File: src/rtl/serial_spi_sequencer.sv
// serial_spi_sequencer: parses 0xA5,N,payload[N] frames from a byte stream and replays them to an SPI master
//   clk_50, rst_n     : clock, asynchronous active-low reset
//   LOAD, BYTE_IN     : received byte strobe (level, rising edge = new byte) and data
//   SPI_BUSY          : SPI master transfer in progress
//   SPI_START/SPI_DATA: one-cycle transmit request and the byte to send
//   SPI_CS_N          : slave select, low for the whole frame
//   BUSY/DONE/FRAME_ERR: not idle / frame finished pulse / frame rejected pulse
//   Define SEQ_TIMEOUT_EN to abort a frame stalled in LEN or FILL after TIMEOUT_CYC cycles.
module serial_spi_sequencer #(
  parameter int MAX_LEN     = 8,
  parameter int TIMEOUT_CYC = 500000
) (
  input  logic       clk_50,
  input  logic       rst_n,
  input  logic       LOAD,
  input  logic [7:0] BYTE_IN,
  input  logic       SPI_BUSY,
  output logic       SPI_START,
  output logic [7:0] SPI_DATA,
  output logic       SPI_CS_N,
  output logic       BUSY,
  output logic       DONE,
  output logic       FRAME_ERR
);
  typedef enum logic [2:0] {IDLE, LEN, FILL, ISSUE, WAIT_HI, WAIT_LO, CLOSE} state_t;
  state_t state_q, state_d;
  logic [3:0] len_q, len_d, widx_q, widx_d, ridx_q, ridx_d;
  logic [7:0] data_q, data_d;
  logic [7:0] buf_q [16];
  logic load_q, start_q, start_d, cs_n_q, cs_n_d, busy_q, busy_d, done_q, done_d, err_q, err_d;
  logic ev, buf_we, tmo, stalled;
  assign ev      = LOAD & ~load_q;
  assign stalled = (state_q == LEN) || (state_q == FILL);
`ifdef SEQ_TIMEOUT_EN
  localparam int TW = $clog2(TIMEOUT_CYC + 1);
  logic [TW-1:0] to_q, to_d;
  assign to_d = (ev || !stalled) ? '0 : to_q + 1'b1;
  assign tmo  = stalled && (to_q == TW'(TIMEOUT_CYC - 1));
  always_ff @(posedge clk_50 or negedge rst_n)
    if (!rst_n) to_q <= '0;
    else        to_q <= to_d;
`else
  // never true for a legal TIMEOUT_CYC: timeout disabled
  assign tmo = (TIMEOUT_CYC < 0);
`endif
  always_comb begin
    state_d = state_q;
    len_d   = len_q;
    widx_d  = widx_q;
    ridx_d  = ridx_q;
    data_d  = data_q;
    cs_n_d  = cs_n_q;
    start_d = 1'b0;
    done_d  = 1'b0;
    err_d   = 1'b0;
    buf_we  = 1'b0;
    case (state_q)
      IDLE: state_d = (ev && BYTE_IN == 8'hA5) ? LEN : IDLE;
      LEN: begin
        if (ev) begin
          // length is range-checked on the full byte before truncation to 4 bits
          if (BYTE_IN == 8'd0 || BYTE_IN > 8'(MAX_LEN)) begin
            err_d   = 1'b1;
            state_d = IDLE;
          end else begin
            len_d   = BYTE_IN[3:0];
            widx_d  = 4'd0;
            state_d = FILL;
          end
        end else if (tmo) begin
          err_d   = 1'b1;
          state_d = IDLE;
        end
      end
      FILL: begin
        if (ev) begin
          buf_we = 1'b1;
          widx_d = widx_q + 4'd1;
          if (widx_q + 4'd1 == len_q) begin
            ridx_d  = 4'd0;
            cs_n_d  = 1'b0;
            state_d = ISSUE;
          end
        end else if (tmo) begin
          err_d   = 1'b1;
          state_d = IDLE;
        end
      end
      ISSUE: begin
        if (!SPI_BUSY) begin
          data_d  = buf_q[ridx_q];
          start_d = 1'b1;
          state_d = WAIT_HI;
        end
      end
      WAIT_HI: state_d = SPI_BUSY ? WAIT_LO : WAIT_HI;
      WAIT_LO: begin
        if (!SPI_BUSY) begin
          ridx_d = ridx_q + 4'd1;
          // CS release and DONE are registered on entry to CLOSE so they appear one cycle after BUSY falls
          if (ridx_q + 4'd1 == len_q) begin
            cs_n_d  = 1'b1;
            done_d  = 1'b1;
            state_d = CLOSE;
          end else begin
            state_d = ISSUE;
          end
        end
      end
      CLOSE:   state_d = IDLE;
      default: state_d = IDLE;
    endcase
    // bytes arriving while the frame is being replayed are dropped as overruns
    if (ev && (state_q inside {ISSUE, WAIT_HI, WAIT_LO, CLOSE})) err_d = 1'b1;
    busy_d = (state_d != IDLE);
  end
  always_ff @(posedge clk_50 or negedge rst_n)
    if (!rst_n) begin
      state_q <= IDLE;
      len_q   <= 4'd0;
      widx_q  <= 4'd0;
      ridx_q  <= 4'd0;
      data_q  <= 8'h00;
      load_q  <= 1'b0;
      start_q <= 1'b0;
      cs_n_q  <= 1'b1;
      busy_q  <= 1'b0;
      done_q  <= 1'b0;
      err_q   <= 1'b0;
    end else begin
      state_q <= state_d;
      len_q   <= len_d;
      widx_q  <= widx_d;
      ridx_q  <= ridx_d;
      data_q  <= data_d;
      load_q  <= LOAD;
      start_q <= start_d;
      cs_n_q  <= cs_n_d;
      busy_q  <= busy_d;
      done_q  <= done_d;
      err_q   <= err_d;
    end
  // payload buffer needs no reset; its contents are don't-care after an abort
  always_ff @(posedge clk_50)
    if (buf_we) buf_q[widx_q] <= BYTE_IN;
  assign SPI_START = start_q;
  assign SPI_DATA  = data_q;
  assign SPI_CS_N  = cs_n_q;
  assign BUSY      = busy_q;
  assign DONE      = done_q;
  assign FRAME_ERR = err_q;
endmodule

File: config.mk
export PLATFORM = sky130hd
export DESIGN_NAME = serial_spi_sequencer
export DESIGN_NICKNAME = d
export VERILOG_FILES = /design/src/rtl/serial_spi_sequencer.sv
export SDC_FILE = /design/constraint.sdc
export NUM_CORES = 1
export LEC_CHECK = 0
export BUFFER_PORTS_ARGS = -buffer_cell sky130_fd_sc_hd__buf_4
export CORE_MARGIN = 4
export CORE_UTILIZATION = 65
export CTS_CLUSTER_DIAMETER = 40
export DETAILED_ROUTE_END_ITERATION = 16
export GPL_TIMING_DRIVEN = 0
export PLACE_DENSITY = 0.83
export SYNTH_ARGS = -nofsm -noshare
export SYNTH_HDL_FRONTEND = slang
export SYNTH_SLANG_ARGS = --single-unit
File: constraint.sdc
create_clock -name clk_50 -period 6.05 [get_ports clk_50]
set_input_delay 1.21 -clock clk_50 [delete_from_list [all_inputs] [get_ports clk_50]]
set_output_delay 1.21 -clock clk_50 [all_outputs]
set_load 0.02 [all_outputs]
# Yosys cells after proc, flatten, opt, wreduce, memory -nomap -nowiden
# Memories as Yosys holds them, arrays and structs flattened. A register that Yosys moved wholly into a read port is not among the register bits.
# Cells that the tools add are included.
[classes]
magnitude_cmp = 1
bitwise = 4
n_reduce_logical = 15
n_addsub = 2
n_mux = 36
eq_ne = 15
[op_table]
columns = ["op", "n"]
rows = [
  ["2-to-1 mux 4 bit", 6],
  ["2-to-1 mux 1 bit", 19],
  ["2-to-1 mux 3 bit", 6],
  ["case mux 3 bit (6 select lines)", 1],
  ["case mux 4 bit (2 select lines)", 2],
  ["!= test 2 bit, second input constant", 5],
  ["== test 3 bit, second input constant", 3],
  ["adder 4 x 1 -> 4 bit, second input constant", 2],
  ["== test 4 bit", 2],
  ["== test 8 bit, second input constant", 1],
  ["> comparator 8 x 4 -> 1 bit, second input constant", 1],
  ["zero test 8 bit", 1],
  ["AND reduction 4 bit", 2],
  ["== test 3 x 2 -> 1 bit, second input constant", 2],
  ["AND reduction 5 bit", 1],
  ["nonzero test 2 bit", 2],
  ["nonzero test 4 bit", 1],
  ["== test 3 x 1 -> 1 bit, second input constant", 1],
  ["zero test 3 bit", 1],
  ["inverter 1 bit", 3],
  ["AND reduction 3 bit", 1],
  ["nonzero test 3 bit", 1],
  ["logical AND 1 bit", 2],
  ["2-to-1 mux 2 bit", 1],
  ["6 further kinds", 6],
]
[totals]
reg_bits = 21
mem_bits_rw = 128
in_bits = 12
output_inout_bits = 13
wordCells = 84
memories = 1
[mem_list]
columns = ["name", "depth", "width", "read_ports", "rd_clocked_by_memory_dff", "wr", "line_no", "text"]
rows = [
  ["buf_q", 16, 8, 1, 1, 1, "29", "logic [7:0] buf_q [16];"],
]

# Depth between registers and ports, before layout
# Gate-level depths: netlist of run 1.
[depth]
word_depth = 6
mapped_depth = 7
depth_no_buf = 6

# Worst setup path before layout of run 1
# Ideal clock, no wire load.
[synth_path]
kind = "input-to-reg"
startpoint = "input LOAD"
endpoint = "memory buf_q[11][0] (enable)"
n_path_buf = 1
arrival_time_ns = 2.416
required_ns = 5.718
cell_stages = 5
path_slack_ns = 3.302
setup_ns = 0.332
cell_sequence = "nand2b_1 > or3_1 > buf_6 > nor3b_1 > and2_1"
[synth_between]
elab_chain_len = 5
[synth_lines]
columns = ["element", "line_no", "text"]
rows = [
  ["start: declaration", "15", "input logic LOAD,"],
  ["bitwise AND 1 bit", "32", "assign ev = LOAD & ~load_q;"],
  ["2-to-1 mux 1 bit", "76", "if (ev) begin"],
  ["2-to-1 mux 1 bit", "57", "case (state_q)"],
  ["2-to-1 mux 1 bit", "145", "if (buf_we) buf_q[widx_q] <= BYTE_IN;"],
  ["2-to-1 mux 1 bit (not written as such)", "145", ""],
  ["end: declaration", "29", ""],
]
# Every way passes these cells.

# Worst setup path after layout of run 1
[layout_path]
startpoint = "input LOAD"
endpoint = "memory buf_q[9][7] (enable)"
# The elaborated chain is that of the path after synthesis.

==> flow_summary.toml, run 1 <==
[yosys]
synth_area_per_cell_um2 = 17.0
seq_area_frac_synth_pct = 70.0
yosysMostFrequentCell = "edfxtp_1"
syn_inst = 385
synth_area_um2 = 6530
synth_seq_cells = 157
synth_enable_flop_cells = 128
synth_top_area_cell = "edfxtp_1"
syn_nets = 402
synthTopCellsByCount = "128 x edfxtp_1, 30 x mux2i_1, 28 x dfrtp_1, 20 x mux4_2, 19 x nand2_1"
synth_area_leaders = "edfxtp_1 59%, dfrtp_1 11%, mux4_2 6.9%, mux2i_1 4.6%, o211ai_1 1.8%"
synth_ff_type = "edfxtp_1"
synth_warnings = 0
yosysUniqueCellTypes = 50
yosysTopAreaCellShare_pct = 58.8
synthArstFlopShare_pct = 18.5

[sta]
max_freq_ghz = 0.357
rsz0062_at_grt = "false"
final.setup.tns_ns = 0
min_period_over_period_pct = 46.3
timing.slew.headroom_pct = 52.2
min_period_ns = 2.80
fin_hold_ws_ns = 0.522
worst-slew-pin-transition_ns = 0.711
fin_skew_ns = 0.0140
hold_violations = 0
setup_viol = 0
final_max_slew_viol_count = 0

[min_path]
hold_path_class = "flop to flop"

[power_and_ir_drop]
clockPowerShare_pct = 34.1
p_sw_mw = 0.896
intPower_mw = 2.14
p_per_area_nw_per_um2 = 407
comb_power_share_pct = 23.9
vdd_ir_drop_max_mv = 0.216
leakage_nw = 2.65
power_frac_seq_pct = 42.1
p_sw_share_pct = 29.5

[clock_tree]
clk_pin_slew_worst_paths_ns = 0.07
cts_resized = 0
clockRootBuffer = "clkbuf_8"
numCtsBuffers = 17
cts_num_sinks = 157
postCtsSetupBuffers = 0
clk_latency_ns = 0.53
cts_tree = "done"
hold_buffers = 0
clk_path_buf_depth = 2
htreeDepth = 4

[global_routing]
grt_max_degree = 30
overflow = 0
grt_pass1_wl_mm = 21.4
antenna_found_initial = 0
grt.total_usage_pct = 25.8
grt_pass1_vias = 3764

[route]
drt-total-wl_mm = 13.5
postRouteAntennaNets = 0
route.detailed.drc = 0
drt-initial-drc-count = 340
routedWlPerCell_um = 23.6
num_vias = 3656
viasPerCell = 6.37
first_pass_iters = 5

[place]
place_congestion = 0.869
dpl.hpwl_mm = 8.62
portBuffers = 24
dp.cells = 542
placed_area_um2 = 6880

[layout]
seqCellArea_um2 = 4570
syn2layout_area_growth_pct = 14.2
fillCellCount = 534
drive_gt1_share_pct = 21.5
multi_input_area_um2 = 1830
post-route-util_pct = 76.3
num_antenna_cells = 0
fin_cells = 574
finalInstanceArea_um2 = 7460
nNetsFinal = 445

[worst_setup_path]
path_depth = 6
crit_buf_inv = 2
critical_path.max_fanout = 8
crit_arrival_ns = 2.97
crit_type = "input pin to flop"
critPathLaunch = "LOAD"
r2r-start = "state_q[2]"
cpPeakStageDelay_ns = 0.52
worstPathRequired_ns = 6.22
endpoint = "buf_q[9][7]"
regToRegEndpoint = "buf_q[9][7]"
worstSetupStartpointType = "input pin"
r2r.worst_path.cells = 6
critical_path.cell_chain = "buf_4, nand2b_1, or3_1, buf_6, nor3b_1, and2_1"
cp_slowest_cell = "and2_1"
cp-end-kind = "flop"
cpLargestDelayFamily = "simple AND/OR/NAND/NOR gates"
reg2reg_slack_ns = 3.56

[die]
core.rowCount = 36
start_util_pct = 66.8
fp.dieArea_um2 = 11700
die_h_um = 108
ioPinCount = 25
die_x_um = 108
fp.coreArea_um2 = 9770

[outcome]
status = "complete, no violations"

[flow_run]
max_cap_violations = 0
==> power by group through the flow <==
stage / registers (mW) / logic (mW) / clock network, mW
after floorplan: 1.31 / 0.489 / 0
after global placement: 1.29 / 0.693 / 0
after detailed placement: 1.30 / 0.712 / 0
after CTS: 1.27 / 0.725 / 1.04
after global routing: 1.28 / 0.778 / 1.09
final: 1.28 / 0.725 / 1.03
==> area by class of cell <==
cell class,instances,area share (%)
multi-input combinational,201,24.5
timing repair buffer,24,2.42
tap,133,2.23
clock buffer,17,5.55
buffer,21,1.46
inverter,6,0.302
sequential,157,61.3
clock inverter,15,2.20
==> cell usage in the layout (no fill, tap or decap), types with 8 or more instances in the layout <==
master and instances:
mux4_2 20, nor2_1 8, o211ai_1 16, nand2_1 19, edfxtp_1 128, a22oi_1 12, mux2i_1 30, buf_4 26
clkbuf_16 16, dfrtp_1 28, and2_1 13, clkbuf_1 11
==> worst min-delay path by stage <==
| stage | endpoint | startpoint | cells after the start |
|---|---|---|---|
| finish | SPI_DATA[3] | SPI_DATA[3] | 2 |
| global route | SPI_DATA[3] | SPI_DATA[3] | 2 |
| CTS | SPI_DATA[3] | SPI_DATA[3] | 2 |
| detailed placement | SPI_DATA[7] | SPI_DATA[7] | 2 |
| global placement | SPI_DATA[7] | SPI_DATA[7] | 2 |
| floorplan | len_q[2] | len_q[2] | 1 |
==> per-stage QoR <==
step	power, mW	setup WS, ns
after CTS	3.04	3.30
after detailed placement	2.01	2.79
after global routing	3.15	3.15
after floorplan	1.80	3.30
final	3.03	3.25
after global placement	1.99	2.81
==> tightest hold or removal path, stage by stage, from the launching register on <==
cell and delay, ns:
dfrtp_1 0.34, nand2_1 0.06, o211ai_1 0.09
==> routing by layer <==
layer  share of wire, %  wire, µm  track usage [%]
met5                  0         0                0
met4                2.2       304             11.8
met3                7.7      1050             6.51
met2                 49      6670             39.4
met1                 41      5510             35.6
==> kinds of logic after synthesis <==
group	count (synthesis)	synth area share, %
AOI/OAI and AO/OA	49	5.34
xor gates and xnor gates	12	1.84
adders and majority gates	5	0.958
buffers and inverters	27	2.01
DFF	157	70.0
muxes	55	12.4
and+or+nand+nor	80	7.53
==> flip-flops by register name, indices dropped and copies added, names as in the netlist <==
| register | count |
|---|---|
| SPI_CS_N | 1 |
| widx_q | 4 |
| BUSY | 1 |
| SPI_START | 1 |
| state_q | 3 |
| load_q | 1 |
| ridx_q | 4 |
| len_q | 4 |
| SPI_DATA | 8 |
| DONE | 1 |
| FRAME_ERR | 1 |
| buf_q | 128 |
Note: power is estimated with default switching activity, not from simulation.
==> run 2, diff against run 1 <==
--- a/config.mk
+++ b/config.mk
@@ -7,11 +7,11 @@
 export LEC_CHECK = 0
 export BUFFER_PORTS_ARGS = -buffer_cell sky130_fd_sc_hd__buf_4
 export CORE_MARGIN = 4
-export CORE_UTILIZATION = 65
+export CORE_UTILIZATION = 61
 export CTS_CLUSTER_DIAMETER = 40
 export DETAILED_ROUTE_END_ITERATION = 16
 export GPL_TIMING_DRIVEN = 0
-export PLACE_DENSITY = 0.83
+export PLACE_DENSITY = 0.79
 export SYNTH_ARGS = -nofsm -noshare
 export SYNTH_HDL_FRONTEND = slang
 export SYNTH_SLANG_ARGS = --single-unit
==> constraint.sdc (replaced) <==
create_clock -name clk_50 -period 2.7 [get_ports clk_50]
set_input_delay 0.54 -clock clk_50 [delete_from_list [all_inputs] [get_ports clk_50]]
set_output_delay 0.54 -clock clk_50 [all_outputs]
set_load 0.02 [all_outputs]
==> run 2 against run 1 <==
Compared with the run above: core utilization decreased by 4.4 points; sequential cell count unchanged; clock skew decreased by 0.0085 ns; final cell count increased by 0.70%; wire length increased by 3.4%; count of clock-buffer cells in the layout increased by 2; cell area unchanged; global-route usage decreased by 1.8 points; critical endpoint is now buf_q[9][2]; largest cell class unchanged; highest routed layer unchanged.
==> flow_summary.toml, run 2 (synthesized netlist as in run 1, its figures left out) <==
[outcome]
status = "complete, no violations"

[route]
viasPerCell = 6.30
route.detailed.drc = 0
postRouteAntennaNets = 0
first_pass_iters = 5
routedWlPerCell_um = 24.2
num_vias = 3643
drt-total-wl_mm = 14.0
drt-initial-drc-count = 419

[worst_setup_path]
cp_slowest_cell = "and2_1"
crit_buf_inv = 1
critical_path.cell_chain = "nand2b_1, or3_1, buf_6, nor3b_1, and2_1"
crit_arrival_ns = 2.59
cp-end-kind = "flop"
worstPathRequired_ns = 2.86
worstSetupStartpointType = "flop"
cpPeakStageDelay_ns = 0.54
path_depth = 5
critical_path.max_fanout = 8
cpLargestDelayFamily = "simple AND/OR/NAND/NOR gates"
r2r.worst_path.cells = 5
crit_type = "flop to flop"

[die]
die_x_um = 111
fp.dieArea_um2 = 12400
start_util_pct = 63.0
core.rowCount = 37
die_h_um = 111
ioPinCount = 25
fp.coreArea_um2 = 10400

[clock_tree]
clk_pin_slew_worst_paths_ns = 0.06
cts_resized = 0
postCtsSetupBuffers = 0
cts_num_sinks = 157
clk_path_buf_depth = 2
clk_latency_ns = 0.52
clockRootBuffer = "clkbuf_8"
htreeDepth = 4
hold_buffers = 1
cts_tree = "done"
numCtsBuffers = 17

[sta]
timing.slew.headroom_pct = 49.2
worst-slew-pin-transition_ns = 0.756
final.setup.tns_ns = 0
max_freq_ghz = 0.411
min_period_ns = 2.43
hold_violations = 0
rsz0062_at_grt = "false"
final_max_slew_viol_count = 0
setup_slack_ns = 0.266
fin_skew_ns = 0.00548
setup_viol = 0
min_period_over_period_pct = 90.2

[global_routing]
grt_max_degree = 30
grt.total_usage_pct = 24.0
overflow = 0
antenna_found_initial = 0
grt_pass1_vias = 3735
grt_pass1_wl_mm = 21.8

[power_and_ir_drop]
leakage_nw = 2.63
vdd_ir_drop_max_mv = 0.432
p_per_area_nw_per_um2 = 904
finalPower_mw = 6.74

[layout]
num_antenna_cells = 0
nNetsFinal = 446
largest_register_ffs = 128
post-route-util_pct = 71.9
mostFrequentLayoutCell = "edfxtp_1"
mostFrequentLayoutCells = "128 x edfxtp_1, 30 x mux2i_1, 28 x dfrtp_1"
fillCellCount = 669
top_register = "buf_q"
finalInstanceArea_um2 = 7460
drive_gt1_share_pct = 21.0
syn2layout_area_growth_pct = 14.2

[place]
portBuffers = 24
placed_area_um2 = 6880
place_congestion = 0.864
dpl.hpwl_mm = 8.89
dp_worst_setup_slack_ns = 0.133

[min_path]
hold_depth = 1
hold_path_class = "input pin to flop"

[flow_run]
max_cap_violations = 0
run 2: metal layers:
| metal | share of wire [%] | GRT usage (%) | vias up |
|---|---|---|---|
| li1 | - | - | 1609 |
| met1 | 40 | 31.3 | 1864 |
| met2 | 51 | 39.6 | 141 |
| met3 | 6.8 | 5.98 | 29 |
| met4 | 2.1 | 8.68 | 0 |
| met5 | 0 | 0 | - |
run 2: worst register-to-register path: cells and delay by family, from the launching register on:
family,cells,cell delay (ns)
DFF,1,0.37
and+or+nand+nor,4,1.54
buffers and inverters,1,0.15
run 2: cell type report:
| class | instances | area, µm² | share of cell area [%] |
|---|---|---|---|
| flip-flops and latches | 157 | 4570 | 61.3 |
| multi-input cells | 201 | 1830 | 24.5 |
| clock buffers | 19 | 422 | 5.65 |
| repair buffers | 25 | 190 | 2.55 |
| well taps | 136 | 170 | 2.28 |
| clock inverters | 13 | 143 | 1.91 |
| plain buffers | 21 | 109 | 1.46 |
| inverters | 6 | 22.5 | 0.302 |
run 2: report_power, final:
| group | switching, mW | internal, mW |
|---|---|---|
| Clock | 0.927 | 1.32 |
| Combinational | 0.926 | 0.704 |
| Sequential | 0.105 | 2.76 |
run 2: path summary, 6_finish.rpt:
kind                             startpoint     endpoint  slack, ns
min in group asynchronous             rst_n       load_q       0.49
worst max register to register       load_q  buf_q[9][2]       0.27
worst max-delay path                 load_q  buf_q[9][2]       0.27
worst min register to register  SPI_DATA[7]  SPI_DATA[7]       0.53
max in group asynchronous             rst_n     SPI_CS_N       1.87
worst min-delay path                   LOAD       load_q       0.13
run 2: metrics by stage:
stage | hold slack [ns] | std cells
after floorplan | 0.244 | 385
after global placement | 0.489 | 545
after detailed placement | 0.494 | 545
after CTS | 0.121 | 578
after global routing | 0.121 | 578
final | 0.135 | 578
==> run 3, diff against run 2 <==
--- a/config.mk
+++ b/config.mk
@@ -7,11 +7,11 @@
 export LEC_CHECK = 0
 export BUFFER_PORTS_ARGS = -buffer_cell sky130_fd_sc_hd__buf_4
 export CORE_MARGIN = 4
-export CORE_UTILIZATION = 61
+export CORE_UTILIZATION = 55
 export CTS_CLUSTER_DIAMETER = 40
 export DETAILED_ROUTE_END_ITERATION = 16
 export GPL_TIMING_DRIVEN = 0
-export PLACE_DENSITY = 0.79
+export PLACE_DENSITY = 0.75
 export SYNTH_ARGS = -nofsm -noshare
 export SYNTH_HDL_FRONTEND = slang
 export SYNTH_SLANG_ARGS = --single-unit
==> constraint.sdc (replaced) <==
create_clock -name clk_50 -period 2.11 [get_ports clk_50]
set_input_delay 0.422 -clock clk_50 [delete_from_list [all_inputs] [get_ports clk_50]]
set_output_delay 0.422 -clock clk_50 [all_outputs]
set_load 0.02 [all_outputs]
==> run 3 against run 2 <==
Compared with the run above: sequential cell count did not move; sequential power rose by 28%; sequential share of layout area fell by 1.3 points; final cell count rose by 2.1%; wire length rose by 2.1%; register-to-register slack got worse by 0.25 ns; power rose by 32%; count of clock-buffer cells in the layout fell by 2; clock power rose by 37%; global-route usage fell by 1.6 points; cell area rose by 2.2%; non-clock buffer count rose by 5; critical path type unchanged; largest cell class unchanged.
==> flow_summary.toml, run 3 (synthesized netlist as in run 1, its figures left out) <==
[outcome]
status = "complete, no violations"

[route]
route.detailed.drc = 0
postRouteAntennaNets = 0
num_vias = 3644
first_pass_iters = 5
drt-initial-drc-count = 334
drt-total-wl_mm = 14.3
viasPerCell = 6.18
routedWlPerCell_um = 24.2

[die]
core.rowCount = 39
ioPinCount = 25
start_util_pct = 56.7
fp.coreArea_um2 = 11500
die_x_um = 117
die_h_um = 117
fp.dieArea_um2 = 13700

[layout]
post-route-util_pct = 66.2
nNetsFinal = 451
top_register = "buf_q"
mostFrequentLayoutCells = "128 x edfxtp_1, 31 x buf_4, 30 x mux2i_1"
syn2layout_area_growth_pct = 16.6
fin_cells = 590
drive_gt1_share_pct = 28.0
mostFrequentLayoutCell = "edfxtp_1"
num_antenna_cells = 0
largest_register_ffs = 128

[sta]
max_freq_ghz = 0.478
setup_viol = 0
min_period_ns = 2.09
timing.slew.headroom_pct = 51.9
hold_violations = 0
final_max_slew_viol_count = 0
rsz0062_at_grt = "true"
fin_skew_ns = 0.00968
min_period_over_period_pct = 99.2
worst-slew-pin-transition_ns = 0.722

[global_routing]
overflow = 0
grt_pass1_wl_mm = 21.5
antenna_found_initial = 0
grt_pass1_vias = 3577
grt.total_usage_pct = 22.3
grt_max_degree = 30

[place]
dpl.hpwl_mm = 8.90
dp.cells = 552
place_congestion = 0.824
portBuffers = 24

[power_and_ir_drop]
vdd_ir_drop_max_mv = 0.529
leakage_nw = 2.72
p_per_area_nw_per_um2 = 1160

[worst_setup_path]
worstPathRequired_ns = 2.21
cp-end-kind = "flop"
crit_arrival_ns = 2.19
critical_path.max_fanout = 8
crit_type = "flop to flop"
worstSetupStartpointType = "flop"

[clock_tree]
clk_path_buf_depth = 2
cts_num_sinks = 157
clk_pin_slew_worst_paths_ns = 0.06
clockRootBuffer = "clkbuf_16"
clk_latency_ns = 0.42
htreeDepth = 4
cts_tree = "done"
numCtsBuffers = 17

[flow_run]
max_cap_violations = 0

[min_path]
hold_path_class = "input pin to flop"
run 3: changes by cell type in the layout (fill, tap and decap cells not counted), moves of 3 or more:
cell      change
and2_2        +3
and2_4        +9
clkbuf_1      -6
buf_4         +5
and2_1       -12
and4_1        -4
and4_2        +4
clkbuf_2      +4
run 3: area by class of cell:
cell class / instances / area, µm²
buffer: 21 / 118
tap: 143 / 179
clock buffer: 17 / 425
sequential: 157 / 4570
timing repair buffer: 30 / 228
inverter: 6 / 22.5
clock inverter: 15 / 173
multi-input combinational: 201 / 1900
fill: 776 / 3900
run 3: power by group:
group,internal [mW],switching [mW]
Sequential,3.53,0.133
Clock,1.85,1.22
Combinational,0.938,1.19
Total,6.32,2.55
run 3: critical path: stages, from the launching register on:
cell and delay (ns):
dfrtp_1 0.39, buf_6 0.13, nand2b_4 0.15, or3_4 0.37
buf_8 0.15, nor3_2 0.24, and2_2 0.35
run 3: timing repair:
item / 4_1_cts / 5_1_grt
pin swaps: 0 / 3
hold buffers: 1 / 0
setup endpoints to repair: 129 / 124
gates resized for setup: 26 / 16
endpoints found under the hold margin: 28 / 0
setup buffers: 0 / 5
run 3: per-layer routing:
layer	GRT usage, %	share of wire [%]	vias to the layer above
li1	-	-	1617
met5	0	0	-
met2	34.9	49	160
met4	7.87	2.2	0
met1	31.1	42	1840
met3	5.30	6.8	27
run 3: worst paths after layout:
check | from | end | slack [ns] | cells past startpoint
worst max-delay path | state_q[2] | buf_q[3][6] | 0.02 | 6
worst min-delay path | LOAD | load_q | 0.13 | 1
worst max register to register | state_q[2] | buf_q[3][6] | 0.02 | 6
worst min register to register | SPI_DATA[6] | SPI_DATA[6] | 0.51 | 2
max in group asynchronous | rst_n | SPI_CS_N | 1.29 | 2
min in group asynchronous | rst_n | len_q[3] | 0.49 | 2
run 3: metrics by stage:
stage | power, mW | setup TNS [ns] | hold WS [ns] | worst slack [ns] | cell area (µm²)
after global placement | 5.71 | -29.33 | 0.377 | -0.327 | 6890
after floorplan | 5.17 | 0 | 0.126 | 0.0888 | 6530
after CTS | 8.85 | -0.00495 | 0.114 | -0.00176 | 7540
after global routing | 9.22 | -1.04 | 0.122 | -0.0542 | 7620
final | 8.87 | 0 | 0.133 | 0.0167 | 7620
after detailed placement | 5.77 | -34.86 | 0.384 | -0.380 | 6890
